**src/rtl/dl11_pkg.sv**
```systemverilog
// Shared definitions for the DL11 console serial-line responder: register
// offsets, CSR bit positions, base address and register word formatting.
package dl11_pkg;

    typedef enum logic [1:0] {
        REG_RCSR = 2'd0,
        REG_RBUF = 2'd1,
        REG_XCSR = 2'd2,
        REG_XBUF = 2'd3
    } dl11_reg_e;

    localparam int BIT_DONE  = 7;
    localparam int BIT_RDY   = 7;
    localparam int BIT_IE    = 6;
    localparam int BIT_MAINT = 2;
    localparam int BIT_OVR   = 14;
    localparam int BIT_ERR   = 15;

    localparam logic [21:0] DL11_BASE_ADDR = 22'o17777560;

    function automatic logic [15:0] csr_word(input logic flag, input logic ie, input logic maint);
        logic [15:0] w;
        w            = '0;
        w[BIT_DONE]  = flag;
        w[BIT_IE]    = ie;
        w[BIT_MAINT] = maint;
        return w;
    endfunction

    function automatic logic [15:0] rbuf_word(input logic ovr, input logic [7:0] data);
        logic [15:0] w;
        w          = {8'h00, data};
        w[BIT_ERR] = ovr;
        w[BIT_OVR] = ovr;
        return w;
    endfunction

endpackage

```
**src/rtl/dl11_rxfifo.sv**
```systemverilog
// Synchronous receive FIFO for the DL11 RX path; head is visible combinationally.
// Caller must not push when full unless it pops in the same cycle.
module dl11_rxfifo #(
    parameter int DEPTH = 4,
    parameter int WIDTH = 8
) (
    input  logic             clk,
    input  logic             rstn,
    input  logic             push,
    input  logic [WIDTH-1:0] push_data,
    input  logic             pop,
    output logic             full,
    output logic             empty,
    output logic [WIDTH-1:0] head
);
    localparam int AW = $clog2(DEPTH);

    logic [WIDTH-1:0] mem_q [DEPTH];
    logic [AW:0]      wptr_q, rptr_q;

    // Extra pointer bit distinguishes full from empty when the indices match.
    assign empty = (wptr_q == rptr_q);
    assign full  = (wptr_q[AW] != rptr_q[AW]) && (wptr_q[AW-1:0] == rptr_q[AW-1:0]);
    assign head  = mem_q[rptr_q[AW-1:0]];

    always_ff @(posedge clk or negedge rstn) begin
        if (!rstn) begin
            wptr_q <= '0;
            rptr_q <= '0;
        end else begin
            if (push) wptr_q <= wptr_q + (AW+1)'(1);
            if (pop)  rptr_q <= rptr_q + (AW+1)'(1);
        end
    end

    always_ff @(posedge clk) begin
        if (push) mem_q[wptr_q[AW-1:0]] <= push_data;
    end

endmodule

```
**src/rtl/dl11_uart.sv**
```systemverilog
// DL11-style console responder: RCSR/RBUF/XCSR/XBUF on the uart req/ack port,
// byte-stream RX/TX bridge and level IRQs. Define DL11_RXFIFO_EN for a FIFO RX path.
module dl11_uart
    import dl11_pkg::*;
#(
    parameter int FIFO_DEPTH = 4
) (
    input  logic        clk,
    input  logic        rstn,
    input  logic        uartreq,
    input  logic [2:0]  uartaddr,
    input  logic        uartwr,
    input  logic [15:0] uartwdata,
    output logic        uartack,
    output logic [15:0] uartrdata,
    input  logic        rx_valid,
    input  logic [7:0]  rx_data,
    output logic        tx_valid,
    output logic [7:0]  tx_data,
    input  logic        tx_ready,
    output logic        rx_irq,
    output logic        tx_irq
);
    dl11_reg_e   reg_sel;
    logic        wr_rcsr, wr_xcsr, wr_xbuf, rd_rbuf;
    logic        ack_q;
    logic [15:0] rdata_q, rdata_d;
    logic        rie_q, xie_q, maint_q;
    logic        rdy_q, rdy_d;
    logic        tx_valid_q, tx_valid_d;
    logic [7:0]  tx_data_q, tx_data_d;
    logic        lb_valid_q, lb_valid_d;
    logic [7:0]  lb_data_q, lb_data_d;
    logic        ovr_q, ovr_d;
    logic        rx_irq_q, tx_irq_q;
    logic        rx_done;
    logic [7:0]  rx_byte;
    logic        rx_push;
    logic [7:0]  rx_push_data;
    logic        tx_hs;
    logic        unused_bits;

    assign reg_sel = dl11_reg_e'(uartaddr[2:1]);
    assign wr_rcsr = uartreq &  uartwr & (reg_sel == REG_RCSR);
    assign wr_xcsr = uartreq &  uartwr & (reg_sel == REG_XCSR);
    assign wr_xbuf = uartreq &  uartwr & (reg_sel == REG_XBUF);
    assign rd_rbuf = uartreq & ~uartwr & (reg_sel == REG_RBUF);

    assign unused_bits = ^{uartaddr[0], uartwdata[15:8]};

    // In maintenance mode the serializer is cut off and XBUF loops into RX.
    assign tx_hs        = tx_valid_q & ~maint_q & tx_ready;
    assign rx_push      = maint_q ? lb_valid_q : rx_valid;
    assign rx_push_data = maint_q ? lb_data_q  : rx_data;

    always_comb begin
        tx_valid_d = tx_valid_q;
        tx_data_d  = tx_data_q;
        rdy_d      = rdy_q;
        lb_valid_d = 1'b0;
        lb_data_d  = lb_data_q;
        if (tx_hs)      begin tx_valid_d = 1'b0; rdy_d = 1'b1; end
        if (lb_valid_q) rdy_d = 1'b1;
        if (wr_xbuf) begin
            tx_data_d = uartwdata[7:0];
            rdy_d     = 1'b0;
            if (maint_q) begin
                lb_valid_d = 1'b1;
                lb_data_d  = uartwdata[7:0];
            end else begin
                tx_valid_d = 1'b1;
            end
        end
    end

    always_comb begin
        rdata_d = '0;
        if (uartreq && !uartwr) begin
            case (reg_sel)
                REG_RCSR: rdata_d = csr_word(rx_done, rie_q, 1'b0);
                REG_RBUF: rdata_d = rbuf_word(ovr_q, rx_byte);
                REG_XCSR: rdata_d = csr_word(rdy_q, xie_q, maint_q);
                default:  rdata_d = '0;
            endcase
        end
    end

`ifdef DL11_RXFIFO_EN
    logic       ff_full, ff_empty, ff_push, ff_pop;
    logic [7:0] ff_head;

    // Pop before push, so a full FIFO read this cycle still accepts the new byte.
    assign ff_pop  = rd_rbuf & ~ff_empty;
    assign ff_push = rx_push & (~ff_full | ff_pop);
    assign rx_done = ~ff_empty;
    assign rx_byte = ff_head;

    dl11_rxfifo #(
        .DEPTH (FIFO_DEPTH),
        .WIDTH (8)
    ) u_rxfifo (
        .clk       (clk),
        .rstn      (rstn),
        .push      (ff_push),
        .push_data (rx_push_data),
        .pop       (ff_pop),
        .full      (ff_full),
        .empty     (ff_empty),
        .head      (ff_head)
    );

    always_comb begin
        ovr_d = ovr_q;
        if (rx_push && ff_full && !ff_pop) ovr_d = 1'b1;
        else if (rx_push && ff_full)       ovr_d = ovr_q;
        else if (rd_rbuf)                  ovr_d = 1'b0;
    end
`else
    localparam int unused_fifo_depth = FIFO_DEPTH;

    logic       done_q, done_d;
    logic [7:0] rbuf_q, rbuf_d;

    assign rx_done = done_q;
    assign rx_byte = rbuf_q;

    // A read racing an incoming byte returns the old byte and leaves OVR clear.
    always_comb begin
        done_d = done_q;
        rbuf_d = rbuf_q;
        ovr_d  = ovr_q;
        if (rx_push) begin
            rbuf_d = rx_push_data;
            done_d = 1'b1;
            ovr_d  = rd_rbuf ? 1'b0 : (ovr_q | done_q);
        end else if (rd_rbuf) begin
            done_d = 1'b0;
            ovr_d  = 1'b0;
        end
    end

    always_ff @(posedge clk or negedge rstn) begin
        if (!rstn) begin
            done_q <= 1'b0;
            rbuf_q <= '0;
        end else begin
            done_q <= done_d;
            rbuf_q <= rbuf_d;
        end
    end
`endif

    always_ff @(posedge clk or negedge rstn) begin
        if (!rstn) begin
            ack_q      <= 1'b0;
            rdata_q    <= '0;
            rie_q      <= 1'b0;
            xie_q      <= 1'b0;
            maint_q    <= 1'b0;
            rdy_q      <= 1'b1;
            tx_valid_q <= 1'b0;
            tx_data_q  <= '0;
            lb_valid_q <= 1'b0;
            lb_data_q  <= '0;
            ovr_q      <= 1'b0;
            rx_irq_q   <= 1'b0;
            tx_irq_q   <= 1'b0;
        end else begin
            ack_q      <= uartreq;
            rdata_q    <= rdata_d;
            if (wr_rcsr) rie_q <= uartwdata[BIT_IE];
            if (wr_xcsr) begin
                xie_q   <= uartwdata[BIT_IE];
                maint_q <= uartwdata[BIT_MAINT];
            end
            rdy_q      <= rdy_d;
            tx_valid_q <= tx_valid_d;
            tx_data_q  <= tx_data_d;
            lb_valid_q <= lb_valid_d;
            lb_data_q  <= lb_data_d;
            ovr_q      <= ovr_d;
            rx_irq_q   <= rx_done & rie_q;
            tx_irq_q   <= rdy_q & xie_q;
        end
    end

    assign uartack   = ack_q;
    assign uartrdata = rdata_q;
    assign tx_valid  = tx_valid_q & ~maint_q;
    assign tx_data   = tx_data_q;
    assign rx_irq    = rx_irq_q;
    assign tx_irq    = tx_irq_q;

endmodule

```
**config.mk**
```make
export PLATFORM = sky130hd
export DESIGN_NAME = dl11_uart
export DESIGN_NICKNAME = d
export VERILOG_FILES = /design/src/rtl/dl11_pkg.sv /design/src/rtl/dl11_rxfifo.sv /design/src/rtl/dl11_uart.sv
export SDC_FILE = /design/constraint.sdc
export NUM_CORES = 1
export LEC_CHECK = 0
export ABC_AREA = 0
export BUFFER_PORTS_ARGS = -buffer_cell sky130_fd_sc_hd__clkbuf_2
export CORE_AREA = 2 2 65 67
export DETAILED_ROUTE_END_ITERATION = 12
export DIE_AREA = 0 0 67 69
export HOLD_SLACK_MARGIN = 0.02
export PLACE_DENSITY = 0.87
export SKIP_LAST_GASP = 1
export SYNTH_ARGS = -nofsm -noshare
export SYNTH_HDL_FRONTEND = slang
export SYNTH_SLANG_ARGS = --single-unit
```
**constraint.sdc**
```tcl
create_clock -name clk -period 1.36 [get_ports clk]
set_input_delay 0.068 -clock clk [delete_from_list [all_inputs] [get_ports clk]]
set_output_delay 0.068 -clock clk [all_outputs]
set_load 0.03 [all_outputs]
```
==> metrics, run 1 <==
vias in the first global route=1274; static leakage=1.23 nW; hold_ws=30.1 ps; total track usage=16.5%; Starting Density=47.9%; Rows=23; final setup fails=0; Post-synth EDFFs=0; overall power=3.43 mW; clock-pin slew on the worst setup and hold paths=70 ps; die height=69 µm; sequential fraction of the synthesis area=58.8%; cells after synthesis=158; nets=251; Setup CP Type=register to output pin; DRC=0; asr flop ratio synth=100%; TritonCTS buffer count=5; unrepaired setup endpoints after global routing=no; global-route wire length before repair=5.69 mm; Critical Path Fanout Max=8; pin count of the biggest net entering global routing=25; worst hold path depth=3; clk root buf=clkbuf_8; final hold viol count=0; Vias=1239; Max-Cap Viols=0; Avg WL per Cell=12.4 µm; total number of yosys warnings=0; CTS H-Tree Depth=2; P&R area growth vs syn=24.4%; first drt pass iteration count=3; r2r startpoint=maint_q; Reg2Reg Depth=3; initial antenna violation count=0; drt via density=4.61; FF-to-FF End=rbuf_q[5]; routability cong.=0.839; post-synthesis cell type count=28; fin crit share=94.2%; Yosys reg bits=44; postcts setup bufs=0; pre-CTS setup slack=132 ps; maximum vdd ir drop=0.578 mV; final wirelength=3.33 mm; worst skew pair latency=300 ps; n_diodes=0; Cell Pwr Density=1470 nW/µm²; # clock sinks=44; Worst Skew=4.79 ps; Routed Antenna Nets=0; Top FF cell, synth=dfrtp_1; Final HPWL DP=2.46 mm; Setup Total Neg Slack=0 ps; layout cells sized above 1=34.7%; TritonCTS clock tree=yes; crit path launch type=register; Die W=67 µm; clock tree buffer depth=2; Critical Path End Type=output pin; Syn Area/Cell=11.9 µm²; HP Start=uartwdata[6]; GRT overflow=0; I/O Buffers=45; die area=4620 µm²; status=finished, final reports clean; crit path DAT=1210 ps; Synth Cell Area=1880 µm²; core box area=3910 µm²; Worst EP required=1290 ps; drt initial violations=55; commonest cells after routing, fill and taps aside=44 x clkbuf_2, 42 x dfrtp_1, 36 x nand2_1, 11 x o21ai_0; fmax=781 MHz; minimum clock period=1280 ps; most common cell after layout, fill and taps aside=clkbuf_2; HP Class=input port to register; Slew Limit Fails=0; fin worst setup slack=78.9 ps; Hold Path End=tx_data[6]; internal reg-to-reg setup slack=170 ps; boundary pin count=61
==> Yosys cell counts, types with 2 or more instances <==
cell     instances  area (µm²)
dfrtp_1         43        1080
mux2_2           3        33.8
or2_2            2        12.5
inv_1            3        11.3
buf_6            2        22.5
buf_2            2        10.0
nor2b_1          2        12.5
mux2i_1         10         100
nor2_1           3        11.3
a21oi_1          3        15.0
nand2_1         36         135
o21ai_0         11        55.1
mux2_4           8         120
buf_4            9        67.6
and2_1           8        50.1
==> critical path, cell delays in order, from the launching register on <==
cell	delay, ps
dfrtp_2	440
buf_4	190
nor2b_1	110
buf_4	170
==> layout make-up <==
| class | count | area [µm²] |
|---|---|---|
| fillers | 349 | 1580 |
| flip-flops and latches | 44 | 1100 |
| multi-input cells | 103 | 681 |
| repair buffers | 61 | 385 |
| clock buffers | 8 | 90.1 |
| well taps | 50 | 62.6 |
| inverters | 3 | 11.3 |
==> metrics by stage <==
stage / area, µm² / instances / util (%)
after CTS: 2330 / 269 / 59.5
after global routing: 2330 / 269 / 59.6
after floorplan: 1890 / 163 / -
after global placement: 2140 / 251 / 54.7
final: 2330 / 269 / 59.6
after detailed placement: 2140 / 251 / 54.7
==> registers in the layout (all words and copies together) (netlist names), 8 cells and up <==
register   cells
tx_data        8
uartrdata      9
lb_data_q      8
rbuf_q         8
==> what timing repair did <==
item | CTS | global route
hold endpoints to repair | 56 | 0
gates resized for setup | 0 | 4
hold buffers | 10 | 0
endpoints found under the setup margin | 0 | 1
==> routing by layer <==
layer	part of all wire [%]	global-route usage, %
met5	0	0
met1	43	20.4
met2	49	26.0
met3	4.9	3.92
met4	2.6	9.52
==> how the worst max path moves through the flow <==
stage	start	slack [ps]	cells past startpoint	endpoint
2_1_floorplan	maint_q	160	3	tx_valid
5_1_grt	maint_q	40	3	tx_valid
3_5_place_dp	maint_q	130	3	rbuf_q[5]
6_report	maint_q	80	3	tx_valid
4_1_cts	maint_q	20	3	tx_valid
3_3_place_gp	maint_q	210	3	rbuf_q[4]
==> where the power goes <==
| group | internal (mW) | total, mW | switching (mW) |
|---|---|---|---|
| Clock | 0.414 | 0.823 | 0.409 |
| Sequential | 1.60 | 1.75 | 0.156 |
| Combinational | 0.398 | 0.853 | 0.455 |
| Total | 2.41 | 3.43 | 1.02 |
==> logic make-up (layout without fill, tap and decap cells) <==
logic type | count (synthesis) | in the layout | synth area share, %
AOI/OAI and AO/OA | 16 | 16 | 4.74
buffers and inverters | 16 | 72 | 5.94
DFF | 44 | 44 | 58.8
muxes | 22 | 22 | 14.7
other | 1 | 6 | 0.200
and+or+nand+nor | 59 | 59 | 15.6
Note: power is estimated with default switching activity, not from simulation.
==> run 2, diff against run 1 <==
==> constraint.sdc (replaced) <==
create_clock -name clk -period 1.4 [get_ports clk]
set_input_delay 0.07 -clock clk [delete_from_list [all_inputs] [get_ports clk]]
set_output_delay 0.07 -clock clk [all_outputs]
set_load 0.03 [all_outputs]
==> metrics, run 2 (same netlist as run 1, synthesis figures left out) <==
overall power=3.26 mW; Starting Density=47.9%; boundary pin count=61; minimum clock period=1330 ps; postcts setup bufs=0; met2 usage=25.2%; Routed Antenna Nets=0; Worst Skew=3.16 ps; initial antenna violation count=0; final hold viol count=0; Largest register FFs=9; unrepaired setup endpoints after global routing=no; I/O Buffers=45; fill count=361; Placed Area=2140 µm²; Final HPWL DP=2.38 mm; Worst EP required=1590 ps; routability cong.=0.848; commonest cells after routing, fill and taps aside=44 x clkbuf_2, 43 x dfrtp_1, 36 x nand2_1, 11 x o21ai_0, 11 x dlygate4sd3_1; fmax=752 MHz; die area=4620 µm²; CTS H-Tree Depth=2; drt via density=4.68; Setup CP Type=input port to register; drt initial violations=61; clock-pin slew on the worst setup and hold paths=70 ps; HP Class=input port to register; crit path launch type=input port; P&R area growth vs syn=24.1%; Critical Path End Type=register; GRT busiest layer=met2; core box area=3910 µm²; Rows=23; DRC=0; routing usage on met3=4.24%; Die W=67 µm; status=finished, final reports clean; GRT overflow=0; worst skew pair latency=300 ps; layout cells sized above 1=34.2%; Cell Pwr Density=1400 nW/µm²; Critical Path Fanout Max=9; total track usage=15.8%; n_diodes=0; # clock sinks=44; Slew Limit Fails=0; clock tree buffer depth=2; crit path DAT=1520 ps; global-route wire length before repair=5.40 mm; Vias=1260; maximum vdd ir drop=0.703 mV; most common cell after layout, fill and taps aside=clkbuf_2; die height=69 µm; final setup fails=0; first drt pass iteration count=4; TritonCTS buffer count=5; TritonCTS clock tree=yes; Setup Total Neg Slack=0 ps; nets=252; Max-Cap Viols=0; pin count of the biggest net entering global routing=25; met1 Use GR=18.6%; fin crit share=94.9%; Avg WL per Cell=11.9 µm; static leakage=1.23 nW; vias in the first global route=1256; clk root buf=clkbuf_8; final wirelength=3.21 mm; fin area=2330 µm²
## run 2: worst paths after layout
kind / start / end / slack, ps / depth (start not counted)
max: uartreq / lb_data_q[4] / 70 / 5
min: rx_data[7] / rbuf_q[7] / 50 / 3
max reg2reg: maint_q / rbuf_q[5] / 190 / 3
min reg2reg: rbuf_q[1] / rbuf_q[1] / 470 / 2
max in group asynchronous: rstn / rdy_q / 700 / 3
min in group asynchronous: rstn / done_q / 170 / 2
## run 2: layout make-up
cell class | count | area [µm²] | area share (%)
flip-flops and latches | 44 | 1100 | 47.4
multi-input cells | 103 | 681 | 29.2
repair buffers | 62 | 393 | 16.9
clock buffers | 6 | 72.6 | 3.12
well taps | 50 | 62.6 | 2.69
inverters | 3 | 11.3 | 0.484
clock inverters | 1 | 5.00 | 0.215
## run 2: report_power, final
| part | internal [mW] | leakage, nW | switching [mW] |
|---|---|---|---|
| clock network | 0.339 | 0.0410 | 0.396 |
| logic | 0.386 | 0.630 | 0.442 |
| registers | 1.55 | 0.557 | 0.149 |
## run 2: critical path, cell delays in order
cell	delay, ps
dlygate4sd3_1	520
clkbuf_2	150
and4_1	340
nand2_8	120
mux2_4	310
## run 2: per-stage QoR
stage	utilization [%]	hold WS, ps	worst slack [ps]	std cells
after floorplan	-	-226	198	163
after global placement	54.7	-48.1	252	251
after detailed placement	54.7	-43.2	197	251
after CTS	59.5	54.0	55.2	269
after global routing	59.5	64.0	2.17	269
final	59.5	54.6	70.8	269
## run 2: timing repair
action | in CTS | in global routing
hold buffers | 11 | 0
resized for setup | 0 | 1
setup endpoints to repair | 0 | 1
hold endpoints to repair | 58 | 0
## run 2: layer usage
metal  share of wire (%)  wire length, µm
met5                   0                0
met4                 2.6               83
met3                 5.6              180
met2                  49             1560
met1                  43             1390
==> run 3, diff against run 2 <==
--- a/config.mk
+++ b/config.mk
@@ -11,8 +11,9 @@
 export DETAILED_ROUTE_END_ITERATION = 12
 export DIE_AREA = 0 0 67 69
 export HOLD_SLACK_MARGIN = 0.02
-export PLACE_DENSITY = 0.87
+export PLACE_DENSITY = 0.76
 export SKIP_LAST_GASP = 1
 export SYNTH_ARGS = -nofsm -noshare
 export SYNTH_HDL_FRONTEND = slang
+export SYNTH_HIERARCHICAL = 1
 export SYNTH_SLANG_ARGS = --single-unit
==> constraint.sdc (replaced) <==
create_clock -name clk -period 1.3 [get_ports clk]
set_input_delay 0.065 -clock clk [delete_from_list [all_inputs] [get_ports clk]]
set_output_delay 0.065 -clock clk [all_outputs]
set_load 0.03 [all_outputs]
==> metrics, run 3 <==
status=finished, final reports clean; first drt pass iteration count=4; fin crit share=95.5%; crit path launch type=register; final wirelength=3.38 mm; final setup fails=0; Vias=1269; Worst EP required=1240 ps; vias in the first global route=1236; slowest library cell on the worst path=dfrtp_2; Die W=67 µm; TritonCTS buffer count=5; Rows=23; Yosys reg bits=44; core box area=3910 µm²; CTS H-Tree Depth=2; global-route wire length before repair=5.74 mm; die area=4620 µm²; delay-heaviest family, CP=flip-flops; routability cong.=0.819; switch share=30.7%; static leakage=1.23 nW; clk root buf=clkbuf_8; Sequential Power Share=51.4%; Cell Pwr Density=1520 nW/µm²; HP Class=input port to register; DRC=0; clock-pin slew on the worst setup and hold paths=80 ps; switching power=1.09 mW; total track usage=16.5%; Starting Density=47.9%; Post-synth EDFFs=0; die height=69 µm; Placed Area=2150 µm²; clock tree buffer depth=2; Avg WL per Cell=12.5 µm; # clock sinks=44; final hold viol count=0; Synth top cells by count=43 x dfrtp_1, 36 x nand2_1, 11 x o21ai_0; Slew Limit Fails=0; Syn Area/Cell=11.9 µm²; Top FF cell, synth=dfrtp_1; Setup CP Type=register to output pin; Comb pwr share=25.6%; cell with the most instances after synthesis=dfrtp_1; fin area=2350 µm²; layout cells sized above 1=35.7%; asr flop ratio synth=100%; total number of yosys warnings=6; sequential fraction of the synthesis area=58.8%; nets=253; drt via density=4.68; Final HPWL DP=2.54 mm; cells after synthesis=158; maximum vdd ir drop=0.659 mV; Synth Cell Area=1880 µm²; fmax=806 MHz; top post-synthesis cells by area=dfrtp_1 57%, nand2_1 7.2%, mux2_4 6.4%; n_diodes=0; Critical Path Fanout Max=15; Largest register FFs=9; most common cell after layout, fill and taps aside=clkbuf_2; Critical Path End Type=output pin; I/O Buffers=45; largest area contributor in the netlist=dfrtp_1; Setup Total Neg Slack=0 ps; P&R area growth vs syn=25.2%; Routed Antenna Nets=0; CP peak stage delay=450 ps; pin count of the biggest net entering global routing=20; minimum clock period=1240 ps; Max-Cap Viols=0; TritonCTS clock tree=yes; Worst Skew=8.60 ps; CP bufs+invs=2; commonest cells after routing, fill and taps aside=44 x clkbuf_2, 42 x dfrtp_1, 36 x nand2_1, 11 x o21ai_0; drt initial violations=69; GRT overflow=0; P_int=2.48 mW; boundary pin count=61; critical-path cell list=buf_12, nor2b_4, buf_4; post-synthesis cell type count=28; initial antenna violation count=0; crit path DAT=1180 ps; worst skew pair latency=300 ps; unrepaired setup endpoints after global routing=no; Clock Power Share=23.0%; top cell type's share of synthesized area=57.4%
==> run 3: cell count changes in the layout (fill, tap and decap cells not counted), sizes merged <==
cell | previous run | this run
buf | 7 | 9
clkbuf | 50 | 51
dlygate4sd3 | 11 | 10
==> run 3: worst register-to-register path: cells and delay by family (launching register included) <==
kind,cells,cell delay (ps)
compound gates,1,100
buf+inv,1,210
flops,1,420
mux,1,350
==> run 3: path summary, 6_finish.rpt <==
check / startpoint / end / slack (ps) / depth (start not counted)
setup / recovery: maint_q / tx_valid / 60 / 3
hold / removal: uartwdata[6] / tx_data[6] / 40 / 3
setup reg to reg: maint_q / rbuf_q[0] / 100 / 3
hold reg to reg: rbuf_q[2] / rbuf_q[2] / 480 / 2
max in group asynchronous: rstn / rbuf_q[3] / 470 / 3
min in group asynchronous: rstn / tx_data[6] / 240 / 2
==> run 3: what timing repair did <==
action	CTS	global route
pin swaps	0	0
hold endpoints to repair	30	0
setup endpoints to repair	1	1
gates resized for setup	2	2
buffers inserted	0	0
hold buffers	10	0
==> run 3: power groups by stage <==
stage	combinational (mW)	sequential (mW)	clock, mW
6_report	0.913	1.84	0.822
3_5_place_dp	0.889	1.86	0
5_1_grt	0.996	1.87	0.896
2_1_floorplan	0.523	1.96	0
3_3_place_gp	0.869	1.85	0
4_1_cts	0.918	1.84	0.835
==> run 3: metrics by stage <==
| stage | hold slack [ps] | utilization, % | setup slack [ps] | std cells | power, mW |
|---|---|---|---|---|---|
| floorplan | -231 | - | 103 | 163 | 2.48 |
| global placement | 34.1 | 55.1 | 91.4 | 253 | 2.72 |
| detailed placement | 40.4 | 55.1 | 56.7 | 253 | 2.75 |
| CTS | 39.4 | 59.8 | 15.9 | 271 | 3.59 |
| global route | 59.0 | 60.0 | 19.4 | 271 | 3.77 |
| finish | 35.0 | 60.0 | 58.9 | 271 | 3.57 |
==> run 3: layer usage <==
| metal | routed length [µm] | part of all wire (%) | track usage (%) | up-vias |
|---|---|---|---|---|
| li1 | - | - | - | 626 |
| met1 | 1480 | 44 | 20.5 | 604 |
| met2 | 1690 | 50 | 25.7 | 33 |
| met3 | 144 | 4.3 | 3.75 | 6 |
| met4 | 66 | 2.0 | 9.52 | 0 |
| met5 | 0 | 0 | 0 | - |
==> run 3: kinds of logic (layout without fill, tap and decap cells) <==
kind of cell / count (synthesis) / after routing / share of synthesized area [%]
AO/OA/AOI/OAI: 16 / 16 / 4.74
buffers and inverters: 16 / 74 / 5.94
flip-flops: 44 / 44 / 58.8
multiplexers: 22 / 22 / 14.7
other: 1 / 6 / 0.200
AND/OR/NAND/NOR: 59 / 59 / 15.6
==> run 3: layout make-up <==
cell class              instances  area, µm²
clock buffers                   7       76.3
inverters                       3       11.3
flip-flops and latches         44       1100
well taps                      50       62.6
fillers                       319       1570
clock inverters                 1       5.00
multi-input cells             103        688
repair buffers                 63        400
